File: config.mk
export PLATFORM = sky130hd
export DESIGN_NAME = iiitb_tlc_timed
export DESIGN_NICKNAME = d
export VERILOG_FILES = /design/src/rtl/iiitb_tlc_timed.sv
export SDC_FILE = /design/constraint.sdc
export NUM_CORES = 1
export LEC_CHECK = 0
export CAP_MARGIN = 20
export CORE_MARGIN = 4
export CORE_UTILIZATION = 40
export CTS_CLUSTER_SIZE = 25
export DETAILED_ROUTE_END_ITERATION = 8
export PLACE_DENSITY = 0.7
export SYNTH_ARGS = -nofsm -noshare
export SYNTH_HDL_FRONTEND = slang
export SYNTH_SLANG_ARGS = --single-unit
export TNS_END_PERCENT = 30
File: constraint.sdc
create_clock -name clk -period 1.8 [get_ports clk]
set_clock_uncertainty 0.05 [all_clocks]
set_input_delay 0.36 -clock clk [delete_from_list [all_inputs] [get_ports clk]]
set_output_delay 0.36 -clock clk [all_outputs]
set_load 0.03 [all_outputs]
File: src/rtl/iiitb_tlc_timed.sv
// ---------------------------------------------------------------------------
// iiitb_tlc_timed
// Timed highway / farm-road traffic-light controller.
//
// The highway rests on green until the minimum green time has elapsed and a
// farm-road vehicle has been seen. The sequence then runs highway yellow,
// all-red, farm green (bounded by a minimum and a maximum), farm yellow and
// all-red, and returns to highway green. The farm-road sensor passes through
// a 2-flop synchroniser. A sticky request remembers a vehicle that went away
// before the highway was ready to yield.
//
// Ports
//   clk            in   1  system clock, rising edge
//   rst_n          in   1  asynchronous, active-low reset
//   C              in   1  farm-road vehicle sensor (asynchronous to clk)
//   light_highway  out  3  {red,yellow,green}, one-hot, registered
//   light_farm     out  3  {red,yellow,green}, one-hot, registered
//   phase          out  3  current state code (debug / logic analyser)
//   ped_req        in   1  pedestrian button, async   (TLC_PED_EN only)
//   ped_walk       out  1  walk lamp, high in HR_FG   (TLC_PED_EN only)
//
// Build option: define TLC_PED_EN to add the pedestrian request/walk ports.
// ---------------------------------------------------------------------------
module iiitb_tlc_timed #(
    parameter int CNT_W    = 16,
    parameter int T_HG_MIN = 8,
    parameter int T_YEL    = 4,
    parameter int T_AR     = 2,
    parameter int T_FG_MIN = 4,
    parameter int T_FG_MAX = 16
) (
    input  logic       clk,
    input  logic       rst_n,
    input  logic       C,
    output logic [2:0] light_highway,
    output logic [2:0] light_farm,
    output logic [2:0] phase
`ifdef TLC_PED_EN
    ,
    input  logic       ped_req,
    output logic       ped_walk
`endif
);

    localparam logic [2:0] HG_FR = 3'd0;
    localparam logic [2:0] HY_FR = 3'd1;
    localparam logic [2:0] AR1   = 3'd2;
    localparam logic [2:0] HR_FG = 3'd3;
    localparam logic [2:0] HR_FY = 3'd4;
    localparam logic [2:0] AR2   = 3'd5;

    localparam logic [2:0] L_RED = 3'b100;
    localparam logic [2:0] L_YEL = 3'b010;
    localparam logic [2:0] L_GRN = 3'b001;

    // Timer value seen on the last cycle of each phase.
    localparam logic [CNT_W-1:0] HG_MIN_LAST = CNT_W'(T_HG_MIN - 1);
    localparam logic [CNT_W-1:0] YEL_LAST    = CNT_W'(T_YEL - 1);
    localparam logic [CNT_W-1:0] AR_LAST     = CNT_W'(T_AR - 1);
    localparam logic [CNT_W-1:0] FG_MIN_LAST = CNT_W'(T_FG_MIN - 1);
    localparam logic [CNT_W-1:0] FG_MAX_LAST = CNT_W'(T_FG_MAX - 1);

    logic [2:0]       state_reg, state_next;
    logic [CNT_W-1:0] timer_reg;
    logic             c_meta_reg, c_sync_reg;
    logic             car_pending_reg, car_pending_next;
    logic [2:0]       hwy_next, farm_next;
    logic             state_change;
    logic             request_in;

`ifdef TLC_PED_EN
    logic ped_meta_reg, ped_sync_reg;
    assign request_in = c_sync_reg | ped_sync_reg;
`else
    assign request_in = c_sync_reg;
`endif

    // Next-state logic: timer counts cycles already spent in the phase minus one.
    always_comb begin
        state_next = state_reg;
        case (state_reg)
            HG_FR: if (timer_reg >= HG_MIN_LAST && (car_pending_reg || c_sync_reg))
                       state_next = HY_FR;
            HY_FR: if (timer_reg == YEL_LAST) state_next = AR1;
            AR1:   if (timer_reg == AR_LAST)  state_next = HR_FG;
            // Max-time exit wins even if the sensor drops on the same cycle;
            // either way it is a single transition.
            HR_FG: if ((timer_reg >= FG_MIN_LAST && !c_sync_reg) || timer_reg == FG_MAX_LAST)
                       state_next = HR_FY;
            HR_FY: if (timer_reg == YEL_LAST) state_next = AR2;
            AR2:   if (timer_reg == AR_LAST)  state_next = HG_FR;
            default: state_next = HG_FR;   // recover from illegal codes
        endcase
    end

    assign state_change = (state_next != state_reg);

    // Lights are decoded from the next state so they register on the same
    // edge as the state itself. Illegal codes show all red.
    always_comb begin
        hwy_next  = L_RED;
        farm_next = L_RED;
        case (state_next)
            HG_FR: hwy_next  = L_GRN;
            HY_FR: hwy_next  = L_YEL;
            HR_FG: farm_next = L_GRN;
            HR_FY: farm_next = L_YEL;
            default: ;
        endcase
    end

    // The request is consumed when the farm road is granted green; a vehicle
    // seen while farm green is already showing does not re-arm it.
    always_comb begin
        car_pending_next = car_pending_reg;
        if (state_change && state_next == HR_FG)
            car_pending_next = 1'b0;
        else if (state_reg != HR_FG && request_in)
            car_pending_next = 1'b1;
    end

    always_ff @(posedge clk or negedge rst_n) begin
        if (!rst_n) begin
            state_reg       <= HG_FR;
            timer_reg       <= '0;
            c_meta_reg      <= 1'b0;
            c_sync_reg      <= 1'b0;
            car_pending_reg <= 1'b0;
            light_highway   <= L_GRN;
            light_farm      <= L_RED;
        end else begin
            state_reg       <= state_next;
            c_meta_reg      <= C;
            c_sync_reg      <= c_meta_reg;
            car_pending_reg <= car_pending_next;
            light_highway   <= hwy_next;
            light_farm      <= farm_next;
            // Highway green has no maximum, so saturate rather than wrap.
            if (state_change)
                timer_reg <= '0;
            else if (!(&timer_reg))
                timer_reg <= timer_reg + CNT_W'(1);
        end
    end

`ifdef TLC_PED_EN
    always_ff @(posedge clk or negedge rst_n) begin
        if (!rst_n) begin
            ped_meta_reg <= 1'b0;
            ped_sync_reg <= 1'b0;
            ped_walk     <= 1'b0;
        end else begin
            ped_meta_reg <= ped_req;
            ped_sync_reg <= ped_meta_reg;
            ped_walk     <= (state_next == HR_FG);
        end
    end
`endif

    assign phase = state_reg;

endmodule
# Word-level counts from Yosys, hierarchy flattened
# Index checks and enable logic that the tools add are counted.
[classes] muxes=13 eq_ne=14 reduce_logical=11 magnitude_cmp=2 addsub=1
[ops] op="16-bit two-way mux" count=2
[ops] op="3-bit two-way mux" count=6
[ops] op="3-bit case mux with 6 select lines" count=1
[ops] op="16-bit by 1-bit adder with 16-bit output (second input constant)" count=1
[ops] op="16-bit by 1-bit equality test with 1-bit output (second input constant)" count=1
[ops] op="16-bit by 2-bit equality test with 1-bit output (second input constant)" count=1
[ops] op="16-bit by 4-bit equality test with 1-bit output (second input constant)" count=1
[ops] op="16-bit by 2-bit >= comparator with 1-bit output (second input constant)" count=1
[ops] op="16-bit by 3-bit >= comparator with 1-bit output (second input constant)" count=1
[ops] op="16-bit AND reduction" count=1
[ops] op="3-bit case mux with 2 select lines" count=2
[ops] op="3-bit by 2-bit equality test with 1-bit output (second input constant)" count=3
[ops] op="3-bit equality test (second input constant)" count=3
[ops] op="3-bit by 1-bit equality test with 1-bit output (second input constant)" count=2
[ops] op="3-bit zero test" count=2
[ops] op="1-bit logical AND" count=4
[ops] op="3-bit by 2-bit inequality test with 1-bit output (second input constant)" count=1
[ops] op="3-bit inequality test" count=1
[ops] op="1-bit logical OR" count=2
[ops] op="1-bit two-way mux" count=2
[ops] op="2-bit inequality test (second input constant)" count=1
[ops] op="2-bit nonzero test" count=1
[ops] op="1-bit zero test" count=1
[word_totals] out_inout_bits=9 elab_cells=48 reg_bits=28 inputBits=3

# Depth between registers and ports, before layout
[logic_depth] ltp_word=8 mapped_depth=7

# Least setup slack after synthesis
# No wires, ideal clock.
[synth_timing] path_type="register to register" start="reg timer_reg[4]" end="reg timer_reg[0]" setup_ns=0.123 setup_slack_ns=-0.114 path_stages_with_launch=7 arrival_ns=1.741 period_less_slack_ns=1.914 path_cell_list="dfrtp_1 -> nor4_4 -> and4_1 -> o21ai_1 -> o21ai_2 -> buf_4 -> a21oi_2"
[synth_via] elab_chain_len=7 elab_cells_between_ends=19 classes_between="2 x order compare; 5 x eq/ne; 8 x mux; 4 x reduce/logical"
[synth_lines] item="start, declared" line="64" source="logic [CNT_W-1:0] timer_reg;"
[synth_lines] item="start signal, assigned" line="142" source="timer_reg <= timer_reg + CNT_W'(1);"
[synth_lines] item="16-bit by 2-bit >= comparator with 1-bit output" line="88" source="HR_FG: if ((timer_reg >= FG_MIN_LAST && !c_sync_reg) || timer_reg == FG_MAX_LAST)"
[synth_lines] item="1-bit logical AND" line="88"
[synth_lines] item="1-bit logical OR" line="88"
[synth_lines] item="3-bit two-way mux" line="88"
[synth_lines] item="3-bit case mux with 6 select lines" line="81" source="case (state_reg)"
[synth_lines] item="3-bit inequality test" line="96" source="assign state_change = (state_next != state_reg);"
[synth_lines] item="2-bit inequality test (no source line) or 16-bit two-way mux (tied branches)"
# Parallel ways exist; a longest one is shown, timed or not.
# A chain may end at the register's enable or synchronous reset.

# Worst setup path in the final report
[layout_timing] start="reg timer_reg[7]" end="reg timer_reg[13]"
# Same word-level chain as after synthesis.

==> metrics.log <==
[metrics] result of the run: finished with violations
[metrics] violated checks: setup timing
[metrics] number of maximum-capacitance constraint violations: 0
[metrics] core area: 3799 µm²
[metrics] fraction of registers with async set or reset after synthesis: 100.0%
[metrics] max reg flops: 16
[metrics] final worst-path cycle share: 109.0%
[metrics] global-route met3 utilization: 2.525%
[metrics] total die area: 5137 µm²
[metrics] clock latency reported for the late side of the worst-skew pair: 0.27 ns
[metrics] leading cell type in the layout, fill and taps excluded: sky130_fd_sc_hd__buf_4
[metrics] YS warnings: 0
[metrics] die extent in y: 71.67 µm
[metrics] largest area contributor in the netlist: sky130_fd_sc_hd__dfrtp_1
[metrics] wire length of the first global-routing pass: 7217 µm
[metrics] Initial Utilization: 42.69%
[metrics] most frequent cells in the layout: sky130_fd_sc_hd__buf_4, sky130_fd_sc_hd__dfrtp_1, sky130_fd_sc_hd__a21oi_2
[metrics] distinct cell type count after synthesis: 49
[metrics] length in cells of the worst reg-to-reg path: 7
[metrics] critical path endpoint category: register
[metrics] start of the worst register-to-register path: timer_reg[7]$_DFFE_PN0P_
[metrics] total negative slack for setup checks: -2.705 ns
[metrics] Net count, final: 223
[metrics] leakage power figure: 0.9998 nW
[metrics] drt via density: 5.536
[metrics] slack of the critical path: -0.1617 ns
[metrics] placed standard-cell area: 2152 µm²
[metrics] Detailed Routing Iterations Pass 1: 4
[metrics] part of the Yosys area used for sequential elements: 43.36%
[metrics] global routing met1 resource utilization: 20.47%
[metrics] hold path cells: 0
[metrics] unrepaired setup endpoints after global routing: true
[metrics] category of the most critical setup path: reg2reg
[metrics] final critical-path required period: 1.962 ns
[metrics] number of inserted diodes: 0
[metrics] Chip Width: 71.67 µm
[metrics] met2 global-route usage: 33.47%
[metrics] worst-case clock buffer depth: 2
[metrics] detailed-route DRC error count: 0
[metrics] antenna viol nets, final: 0
[metrics] synthesized netlist cell count: 156
[metrics] Worst EP arrival: 2.12 ns
[metrics] Post-Layout Cell Count: 265
[metrics] global-route layer with the greatest usage: met2
[metrics] Routed WL per cell: 15.75 µm
[metrics] normalized max-slew margin: 72.42%
[metrics] pin count of the biggest net entering global routing: 29
[metrics] total of flip-flops plus latches after synthesis: 28
[metrics] power density relative to cell area: 1421 nW/µm²
[metrics] CTS H-tree lvls: 1
[metrics] initial antenna violation count: 0
[metrics] Sink Count: 28
[metrics] HPWL after DPL: 3150 µm
[metrics] overall routing resource usage: 17.52%
[metrics] number of hold violations in the final report: 0
[metrics] area of all placed cells without fillers: 2291 µm²
[metrics] weighted congestion at the end of routability-driven global placement: 0.8627
[metrics] maximum net fanout on the critical path: 12
[metrics] via count of the first global-routing pass: 1,548
[metrics] total detailed-routing wirelength: 4175 µm
[metrics] maximum resistive drop on vdd: 0.0009759 V
[metrics] number of synthesized flops with an enable pin: 0
[metrics] signed area change from the synthesized netlist to the final layout: 41.28%
[metrics] reg2reg end: timer_reg[13]$_DFFE_PN0P_
[metrics] gr ovfl total: 0
[metrics] initial drt markers: 97
[metrics] synthesized area divided by synthesized cell count: 10.39 µm²
[metrics] filler instances: 344
[metrics] dominant register cell in the synthesized netlist: sky130_fd_sc_hd__dfrtp_1
[metrics] vias after detailed routing: 1,467
[metrics] Max Fclk: 509.8 MHz
[metrics] Worst Hold Path EP: c_sync_reg$_DFF_PN0_
[metrics] Post-Synthesis Cell Area: 1622 µm²
[metrics] clock input transition at the sequential cells of the worst setup and hold paths: 0.10 ns
[metrics] area fraction of the dominant cell type after synthesis: 40.12%
[metrics] placed cell count: 257
[metrics] PortBufs: 11
[metrics] class of the tightest hold or removal check: reg2reg
[metrics] I/O pin count: 12
[metrics] startpoint of the worst hold path: c_meta_reg$_DFF_PN0_
[metrics] slowest stage cell on the critical path: sky130_fd_sc_hd__dfrtp_2
[metrics] CP startpoint kind: register
[metrics] Crit path largest cell delay: 0.44 ns
[metrics] Synth area leaders: sky130_fd_sc_hd__dfrtp_1, sky130_fd_sc_hd__a21oi_2, sky130_fd_sc_hd__xnor2_1
[metrics] root buffer cell: sky130_fd_sc_hd__clkbuf_8
[metrics] clock tree from TritonCTS: yes
[metrics] net count after synthesis: 161
[metrics] clock buffer count from CTS: 3
[metrics] worst path required time: 1.95 ns
[metrics] worst-path cell chain: nor4_4, buf_4, nand3_2, o311ai_4, nand4_4, buf_12, a21oi_2
[metrics] Pins Over Slew Limit: 0
[metrics] transition at the pin with the smallest max-transition slack: 0.4126 ns
[metrics] flop2flop setup slack: -0.16 ns
[metrics] final count of negative-setup-slack endpoints: 22
[metrics] share of post-route cells with drive strength above 1: 42.86%
[metrics] Placement Rows: 22
power breakdown:
group / internal, W / total [W] / switching [W]
clock network: 0.000159 / 0.000350 / 0.000192
logic: 0.000911 / 0.00199 / 0.00108
registers: 0.000776 / 0.000913 / 0.000137
total: 0.00185 / 0.00326 / 0.00141
final cells by class:
cell class	instances	area, µm²	share of cell area [%]
repair buffers	63	523.0	22.83
multi-input cells	117	939.7	41.02
well taps	48	60.06	2.622
flip-flops and latches	28	704.4	30.75
clock buffers	4	45.04	1.966
inverters	5	18.77	0.8192
per-stage QoR:
step,hold slack (ns),worst slack [ns],power [W],utilization [%]
2_1_floorplan,0.01441,-0.07473,0.001991,-
3_5_place_dp,0.2935,-0.2489,0.002771,56.65
5_1_grt,0.3325,-0.2600,0.003470,60.31
3_3_place_gp,0.2926,-0.1514,0.002691,56.65
4_1_cts,0.3174,-0.1897,0.003218,59.65
6_report,0.3101,-0.1617,0.003256,60.31
worst max-delay path by stage:
stage                                   start                         to  slack, ns  depth (start not counted)
finish               timer_reg[7]$_DFFE_PN0P_  timer_reg[13]$_DFFE_PN0P_      -0.16                          7
global route        timer_reg[10]$_DFFE_PN0P_   timer_reg[1]$_DFFE_PN0P_      -0.26                          7
CTS                  timer_reg[7]$_DFFE_PN0P_   timer_reg[6]$_DFFE_PN0P_      -0.19                          6
detailed placement  timer_reg[10]$_DFFE_PN0P_   timer_reg[2]$_DFFE_PN0P_      -0.25                          7
global placement    timer_reg[10]$_DFFE_PN0P_   timer_reg[6]$_DFFE_PN0P_      -0.15                          7
floorplan            timer_reg[7]$_DFFE_PN0P_   timer_reg[3]$_DFFE_PN0P_      -0.07                          6
worst max-delay path, delay by kind of cell (launching register included):
kind	cells	cell delay [ns]
AND/OR/NAND/NOR	3	0.57
buffers and inverters	2	0.39
flip-flops	1	0.44
AO/OA/AOI/OAI	2	0.43
cells by family after synthesis:
| kind of cell | Yosys count | synth area share [%] |
|---|---|---|
| muxes | 1 | 0.6173 |
| DFF | 28 | 43.36 |
| adders and majority gates | 2 | 1.543 |
| AOI/OAI and AO/OA | 49 | 23.61 |
| xor gates and xnor gates | 11 | 5.942 |
| and+or+nand+nor | 54 | 21.61 |
| buffers and inverters | 11 | 3.318 |
metal layers:
layer / vias to the layer above / share of wire [%]
met1: 723 / 41
met4: 0 / 0.91
met3: 6 / 2.6
met5: - / 0
li1: 710 / -
met2: 28 / 56
cell usage after synthesis (3+ instances only):
library cell,n
sky130_fd_sc_hd__clkbuf_1,3
sky130_fd_sc_hd__a221oi_1,3
sky130_fd_sc_hd__nor2_1,12
sky130_fd_sc_hd__a31oi_1,3
sky130_fd_sc_hd__nand3_1,5
sky130_fd_sc_hd__xnor2_1,9
sky130_fd_sc_hd__and4_1,3
sky130_fd_sc_hd__nand2_1,10
sky130_fd_sc_hd__inv_1,5
sky130_fd_sc_hd__and2_1,3
sky130_fd_sc_hd__a21oi_1,9
sky130_fd_sc_hd__nor4_4,3
sky130_fd_sc_hd__a21oi_2,10
sky130_fd_sc_hd__dfrtp_1,26
sky130_fd_sc_hd__nand4_1,7
repair_timing:
| item | 4_1_cts | 5_1_grt |
|---|---|---|
| setup endpoints to repair | 28 | 25 |
| pin swaps | 3 | 5 |
| hold buffers | 0 | 0 |
| resized for setup | 17 | 5 |
| buffers inserted | 3 | 1 |
Note: power is estimated with default switching activity, not from simulation.
